==> config.mk <==
export PLATFORM = sky130hd
export DESIGN_NAME = ascii_uart_sender_flat
export DESIGN_NICKNAME = d
export VERILOG_FILES = /design/src/rtl/ascii_uart_pkg.sv /design/src/rtl/ascii_uart_sender_if.sv /design/src/rtl/uart_tx_byte.sv /design/src/rtl/ascii_uart_sender.sv /design/src/flat_wrapper.sv
export SDC_FILE = /design/constraint.sdc
export NUM_CORES = 1
export LEC_CHECK = 0
export CAP_MARGIN = 20
export CORE_MARGIN = 5
export CORE_UTILIZATION = 53
export CTS_BUF_LIST = sky130_fd_sc_hd__clkbuf_2
export DETAILED_ROUTE_END_ITERATION = 10
export PLACE_DENSITY = 0.81
export REMOVE_ABC_BUFFERS = 1
export SETUP_SLACK_MARGIN = 0.02
export SYNTH_ARGS = -nofsm -noshare
export SYNTH_HDL_FRONTEND = slang
export SYNTH_HIERARCHICAL = 1
export SYNTH_SLANG_ARGS = --single-unit
export TNS_END_PERCENT = 30
==> constraint.sdc <==
create_clock -name clk -period 2.8 [get_ports clk]
set_input_delay 0.56 -clock clk [delete_from_list [all_inputs] [get_ports clk]]
set_output_delay 0.56 -clock clk [all_outputs]
set_load 0.01 [all_outputs]
==> src/rtl/ascii_uart_pkg.sv <==
// Shared definitions for the ASCII UART sender.
//   txState_t  : serializer state encoding (IDLE, START, DATA, STOP)
//   ASCII_CR/LF: line terminator bytes appended when TX_CRLF_EN is defined
//   clksPerBit : integer clock cycles per UART bit
package ascii_uart_pkg;

  typedef enum logic [1:0] {IDLE, START, DATA, STOP} txState_t;

  localparam logic [7:0] ASCII_CR = 8'h0D;
  localparam logic [7:0] ASCII_LF = 8'h0A;

  function automatic int clksPerBit(input int clkFreq, input int baud);
    return clkFreq / baud;
  endfunction

endpackage

==> src/rtl/ascii_uart_sender_if.sv <==
// Handshake/data bundle between the ASCII producer and the UART sender.
//   ifStart  : request pulse from producer
//   asciiNum : three ASCII bytes, [23:16] sent first
//   txd      : UART serial line, idle high
//   ifBusy   : frame in progress
//   ifDone   : one-cycle completion pulse
// Modports: master = producer side, slave = sender side.
interface ascii_uart_sender_if;
  logic        ifStart;
  logic [23:0] asciiNum;
  logic        txd;
  logic        ifBusy;
  logic        ifDone;

  modport master (output ifStart, asciiNum, input txd, ifBusy, ifDone);
  modport slave  (input ifStart, asciiNum, output txd, ifBusy, ifDone);
endinterface

==> src/rtl/uart_tx_byte.sv <==
// Single-byte 8N1 serializer, LSB first.
//   clk, rstN : clock and async active-low reset
//   txByte    : byte to send, captured when txValid && txReady
//   txValid   : request to send txByte at this edge
//   txReady   : byte accepted at this edge if txValid (idle, or last cycle of stop bit)
//   txd       : serial output, idle high
// Accepting in the last stop-bit cycle lets bytes go out back to back with no idle gap.
module uart_tx_byte
  import ascii_uart_pkg::*;
#(
  parameter int CLKS_PER_BIT = 868
) (
  input  logic       clk,
  input  logic       rstN,
  input  logic [7:0] txByte,
  input  logic       txValid,
  output logic       txReady,
  output logic       txd
);

  localparam int CNT_W = (CLKS_PER_BIT > 1) ? $clog2(CLKS_PER_BIT) : 1;
  localparam logic [CNT_W-1:0] CNT_LAST = CNT_W'(CLKS_PER_BIT - 1);

  txState_t         state, stateNext;
  logic [CNT_W-1:0] baudCnt, baudCntNext;
  logic [2:0]       bitIdx, bitIdxNext;
  logic [7:0]       shReg, shRegNext;
  logic             txdNext;
  logic             lastCnt;

  always_ff @(posedge clk or negedge rstN) begin
    if (!rstN) begin
      state   <= IDLE;
      baudCnt <= '0;
      bitIdx  <= '0;
      shReg   <= '0;
      txd     <= 1'b1;
    end else begin
      state   <= stateNext;
      baudCnt <= baudCntNext;
      bitIdx  <= bitIdxNext;
      shReg   <= shRegNext;
      txd     <= txdNext;
    end
  end

  always_comb begin
    stateNext   = state;
    baudCntNext = baudCnt;
    bitIdxNext  = bitIdx;
    shRegNext   = shReg;
    txdNext     = txd;
    txReady     = 1'b0;
    lastCnt     = (baudCnt == CNT_LAST);

    unique case (state)
      IDLE: begin
        txReady = 1'b1;
        if (txValid) begin
          shRegNext   = txByte;
          txdNext     = 1'b0;
          baudCntNext = '0;
          stateNext   = START;
        end
      end
      START: begin
        if (lastCnt) begin
          baudCntNext = '0;
          bitIdxNext  = '0;
          txdNext     = shReg[0];
          stateNext   = DATA;
        end else begin
          baudCntNext = baudCnt + CNT_W'(1);
        end
      end
      DATA: begin
        if (lastCnt) begin
          baudCntNext = '0;
          if (bitIdx == 3'd7) begin
            txdNext   = 1'b1;
            stateNext = STOP;
          end else begin
            // shift so the next bit to send is always shReg[0]
            bitIdxNext = bitIdx + 3'd1;
            shRegNext  = {1'b0, shReg[7:1]};
            txdNext    = shReg[1];
          end
        end else begin
          baudCntNext = baudCnt + CNT_W'(1);
        end
      end
      STOP: begin
        if (lastCnt) begin
          txReady     = 1'b1;
          baudCntNext = '0;
          if (txValid) begin
            shRegNext = txByte;
            txdNext   = 1'b0;
            stateNext = START;
          end else begin
            stateNext = IDLE;
          end
        end else begin
          baudCntNext = baudCnt + CNT_W'(1);
        end
      end
      default: stateNext = IDLE;
    endcase
  end

endmodule

==> src/rtl/ascii_uart_sender.sv <==
// Sends a 3-digit ASCII word over UART 8N1, hundreds digit first.
//   clk, rstN : clock and async active-low reset
//   bus       : ascii_uart_sender_if.slave (ifStart, asciiNum in; txd, ifBusy, ifDone out)
// Parameters CLK_FREQ (Hz) and BAUD (bit/s); CLKS_PER_BIT = CLK_FREQ/BAUD must be >= 2.
// Build option TX_CRLF_EN: append CR, LF after the digits (5 bytes per frame).
module ascii_uart_sender
  import ascii_uart_pkg::*;
#(
  parameter int CLK_FREQ = 100_000_000,
  parameter int BAUD     = 115200
) (
  input logic               clk,
  input logic               rstN,
  ascii_uart_sender_if.slave bus
);

  localparam int CLKS_PER_BIT = clksPerBit(CLK_FREQ, BAUD);

  generate
    if (CLKS_PER_BIT < 2) begin : gBadBaud
      $error("ascii_uart_sender: CLK_FREQ/BAUD must be at least 2");
    end
  endgenerate

`ifdef TX_CRLF_EN
  localparam logic [2:0] LAST_IDX = 3'd4;
`else
  localparam logic [2:0] LAST_IDX = 3'd2;
`endif

  logic        busyR, doneR;
  logic [2:0]  byteIdx, nextIdx;
  logic [23:0] wordBuf;
  logic [7:0]  nextByte, txByte;
  logic        txValid, txReady;
  logic        accept, lastByte;

  assign accept   = bus.ifStart && !busyR;
  assign lastByte = (byteIdx == LAST_IDX);
  assign nextIdx  = byteIdx + 3'd1;

  always_comb begin
    unique case (nextIdx)
      3'd1:    nextByte = wordBuf[15:8];
      3'd2:    nextByte = wordBuf[7:0];
`ifdef TX_CRLF_EN
      3'd3:    nextByte = ASCII_CR;
      3'd4:    nextByte = ASCII_LF;
`endif
      default: nextByte = wordBuf[23:16];
    endcase
  end

  // First byte comes straight from the input so the start bit begins on the
  // accepting edge; later bytes are fed in the serializer's last stop cycle.
  always_comb begin
    txValid = 1'b0;
    txByte  = bus.asciiNum[23:16];
    if (!busyR) begin
      txValid = bus.ifStart;
    end else if (txReady && !lastByte) begin
      txValid = 1'b1;
      txByte  = nextByte;
    end
  end

  always_ff @(posedge clk or negedge rstN) begin
    if (!rstN) begin
      busyR   <= 1'b0;
      doneR   <= 1'b0;
      byteIdx <= '0;
      wordBuf <= '0;
    end else begin
      doneR <= 1'b0;
      if (accept) begin
        busyR   <= 1'b1;
        byteIdx <= '0;
        wordBuf <= bus.asciiNum;
      end else if (busyR && txReady) begin
        if (lastByte) begin
          busyR <= 1'b0;
          doneR <= 1'b1;
        end else begin
          byteIdx <= nextIdx;
        end
      end
    end
  end

  assign bus.ifBusy = busyR;
  assign bus.ifDone = doneR;

  uart_tx_byte #(
    .CLKS_PER_BIT(CLKS_PER_BIT)
  ) uTxByte (
    .clk    (clk),
    .rstN   (rstN),
    .txByte (txByte),
    .txValid(txValid),
    .txReady(txReady),
    .txd    (bus.txd)
  );

endmodule

==> src/flat_wrapper.sv <==
// flat-port wrapper written by rule: the top's interface ports become plain ports
module ascii_uart_sender_flat import ascii_uart_pkg::*;
#(
  parameter int CLK_FREQ = 100_000_000,
  parameter int BAUD     = 115200
)
  (clk, rstN, bus_ifStart, bus_asciiNum, bus_txd, bus_ifBusy, bus_ifDone);
  ascii_uart_sender_if bus_i ();
  input logic clk;
  input logic rstN;
  input wire logic [$bits(bus_i.ifStart)-1:0] bus_ifStart;
  input wire logic [$bits(bus_i.asciiNum)-1:0] bus_asciiNum;
  output wire logic [$bits(bus_i.txd)-1:0] bus_txd;
  output wire logic [$bits(bus_i.ifBusy)-1:0] bus_ifBusy;
  output wire logic [$bits(bus_i.ifDone)-1:0] bus_ifDone;
  assign bus_i.ifStart = bus_ifStart;
  assign bus_i.asciiNum = bus_asciiNum;
  assign bus_txd = bus_i.txd;
  assign bus_ifBusy = bus_i.ifBusy;
  assign bus_ifDone = bus_i.ifDone;
  ascii_uart_sender #(.CLK_FREQ(CLK_FREQ), .BAUD(BAUD)) u_core (.clk(clk), .rstN(rstN), .bus(bus_i));
endmodule
==> run_results.csv <==
group,metric,value,unit
yosys,syn_inst,316,
worst_setup_path,r2r_start,"u_core/uTxByte/baudCnt[0]",
yosys,synth_top_family_by_area,"simple AND/OR/NAND/NOR gates",
timing,setup_tns,0,ns
worst_setup_path,cp_cell_sequence,"ha_1, and4b_1, and3_1, a21oi_1, nor2_1, nand2_1, o21ai_2, nor2_1, or2_4, a211oi_4, buf_4, mux2_2",
finish,fin_cells,429,
finish,syn2layout_area_growth,18.2,%
worst_setup_path,crit_fanout,4,
yosys,synth_top_area_cell,"dfrtp_1",
drt,routedWlPerCell,14.2,um
timing,post-route-period-util,93.0,%
yosys,synthTopCellsByArea,"dfrtp_1 (45%), nand2_1 (12%), ha_1 (5.2%), mux2_2 (5.1%), o21ai_0 (2.8%)",
yosys,synthFlopType,"dfrtp_1",
grt,antenna_found_initial,0,
grt,grt_pass1_wl,10.9,mm
worst_setup_path,end_kind,"register",
drt,drc,0,
grt,grt_max_degree,29,
yosys,synth_cell_types,54,
cts,cts_buffer_depth,2,
place,dp_hpwl,4.55,mm
run_status,status,"completed",
worst_setup_path,timing.rr.end,"u_core/uTxByte/shReg[4]",
worst_setup_path,critPathTopFamily,"simple AND/OR/NAND/NOR gates",
drt,drt-total-wl,6.10,mm
cts,htreeDepth,2,
power_and_ir_drop,ir_drop,0.000328,V
timing,slew-limit-headroom,61.1,%
timing,worst-slew-pin-transition,0.584,ns
power_and_ir_drop,powerDensity,400,mW/mm2
floorplanning,io_pins,30,
grt,track_usage,18.6,%
yosys,yosys-mux-area-fraction,5.41,%
yosys,synth_edf_count,0,
drt,drtIter0Drc,117,
place,placed_cells,419,
yosys,yosysSeqAreaShare,45.9,%
place,portBuffers,29,
floorplanning,die_w,83.9,um
cts,root_buffer,"clkbuf_2",
drt,drt_pass1_iterations,4,
worst_setup_path,cpMostUsedCell,"nor2_1",
cts,clkSinkCount,53,
timing,setup_viol,0,
worst_setup_path,critPathMaxStageDelay,0.41,ns
floorplanning,row_count,27,
yosys,syn_area,0.00289,mm2
floorplanning,start_util,53.5,%
finish,fill_cells,445,
grt,grt_pass1_vias,2383,
yosys,ys_async_sr_fraction,100,%
worst_setup_path,path_depth,12,
worst_setup_path,critPathLaunchType,"register",
yosys,yosysTopAreaCellShare,45.0,%
yosys,synth_simple_gate_area_share,23.9,%
worst_setup_path,crit_type,"reg -> reg",
yosys,synth_compound_area_share,14.5,%
yosys,synth.most_common_cell,"nand2_1",
yosys,ys_warn_count,6,
timing,skew,0.0257,ns
worst_setup_path,crit_slowest_cell,"dfrtp_1",
place,post-place-ws,0.156,ns
finish,final_nets,395,
worst_setup_path,worstPathRequired,3.14,ns
drt,vias,2368,
cts,clk_pin_slew,0.26,ns
cts,clock_latency,0.44,ns
yosys,ys_top_cells_by_count,"nand2_1 (91), dfrtp_1 (52), nor2_1 (17), o21ai_0 (16), mux2_2 (13)",
floorplanning,core,0.00541,mm2
floorplanning,die_y,83.9,um
flow_run,max-cap-violations,0,
power_and_ir_drop,p_int,1.04,mW
cts,cts_inserted_buffers,5,
cts,cts_tree,"yes",
power_and_ir_drop,switching_share,24.4,%
grt,overflow,0,
worst_setup_path,crit_path_start,"u_core/uTxByte/baudCnt[0]",
power_and_ir_drop,p_switching,0.334,mW
timing,drv_slew,0,
finish,drive_gt1_share,14.8,%
drt,viasPerCell,5.52,
worst_setup_path,crit_arrival,2.95,ns
yosys,yosys_register_bits,53,
drt,postRouteAntennaNets,0,
timing,fin_crit,2.60,ns
yosys,synthAdderAreaFrac,5.19,%
power_and_ir_drop,p_seq_share,61.1,%
power_and_ir_drop,p_leak,1.57,nW
power_and_ir_drop,combPwrFrac,10.7,%
timing,worst_slack,0.196,ns
worst_setup_path,worstRegToRegCells,12,
floorplanning,die_area,0.00704,mm2
min_path,hold_class,"in -> async",
worst_setup_path,critical_path_buf_inv_count,1,
worst_setup_path,crit_end,"u_core/uTxByte/shReg[4]",
cts,ctsHoldBuffers,0,
finish,n_antenna_cell,0,
yosys,synth.avg_cell_area,9.15,um2
timing,hold_viol,0,
yosys,synth_xor_area_share,1.51,%
place,place_congestion,0.842,
power_and_ir_drop,power_frac_clock,28.2,%
timing,max_freq,384,MHz
worst_setup_path,reg2reg_setup_slack,0.20,ns
-- sequential cells by signal, summed over array words and instances (netlist names) --
| signal | count |
|---|---|
| u_core/wordBuf | 24 |
| u_core/uTxByte/baudCnt | 10 |
| u_core/uTxByte/shReg | 8 |
| u_core/byteIdx | 3 |
| u_core/uTxByte/bitIdx | 3 |
| u_core/uTxByte/state | 2 |
| u_core/bus.ifBusy | 1 |
| u_core/bus.ifDone | 1 |
| u_core/uTxByte/txd | 1 |
-- how the worst min path moves through the flow --
stage                       startpoint                         to  slack [ns]  cells after the start
global route                      rstN  u_core/uTxByte/baudCnt[2]        0.07                      1
global placement    u_core/wordBuf[16]         u_core/wordBuf[16]        0.45                      2
CTS                               rstN  u_core/uTxByte/baudCnt[2]        0.07                      1
floorplan                         rstN          u_core/bus.ifBusy        0.26                      0
detailed placement  u_core/wordBuf[23]         u_core/wordBuf[23]        0.46                      2
finish                            rstN  u_core/uTxByte/baudCnt[2]        0.06                      1
-- repair_timing --
action	CTS	global route
setup endpoints to repair	0	14
gates resized for setup	0	3
buffers inserted	0	2
-- metal layers --
metal  share of wire (%)  up-vias  GRT usage [%]
li1                    -     1155              -
met1                  45     1134           25.3
met2                  48       69           29.6
met3                 5.1       10           3.36
met4                 1.6        0           6.58
met5                   0        -              0
-- cell type report --
type	count	area, um2	share of cell area (%)
clock buffers	6	30.0	0.878
well taps	72	90.1	2.63
multi-input cells	240	1470	42.9
clock inverters	2	33.8	0.988
repair buffers	48	440	12.9
inverters	8	30.0	0.878
flip-flops and latches	53	1330	38.8
-- placed cells by master (no fill, tap or decap), drive strengths merged, types with 2 or more instances in the layout --
cell and instances:
buf 20, nor3b 2, nor3 2, clkdlybuf4s50 28, xor2 4, dfrtp 52, o21ai 27, nor4 2
nand2 91, a21oi 4, or3 2, o2bb2ai 2, clkbuf 6, a22o 2, mux2 13, a221oi 8
nor2b 7, nand3 6, ha 12, o21a 2, nand4 2, or2 5, inv 8, o31ai 2
nand2b 6, a22oi 3, nor2 17, and3 2
-- power groups by stage --
| stage | Sequential [mW] | Clock [mW] | Combinational [mW] |
|---|---|---|---|
| floorplan | 0.841 | 0 | 0.0735 |
| global placement | 0.846 | 0 | 0.143 |
| detailed placement | 0.849 | 0 | 0.148 |
| CTS | 0.836 | 0.401 | 0.148 |
| global route | 0.844 | 0.429 | 0.171 |
| finish | 0.836 | 0.386 | 0.147 |
-- cell families after synthesis --
family,Yosys count
buffers and inverters,23
adder cells (fa/ha/maj),12
XOR/XNOR,5
AND/OR/NAND/NOR,149
AO/OA/AOI/OAI,60
multiplexers,14
flip-flops,53
-- metrics by stage --
step,power [mW],hold WS [ns],utilization (%),area (um2)
3_3_place_gp,0.989,0.452,61.7,3330
2_1_floorplan,0.915,0.264,-,2820
6_report,1.37,0.0563,63.3,3420
5_1_grt,1.44,0.0681,63.3,3420
4_1_cts,1.39,0.0686,62.9,3400
3_5_place_dp,0.997,0.462,61.7,3330
Power figures use the tool's default switching activity.
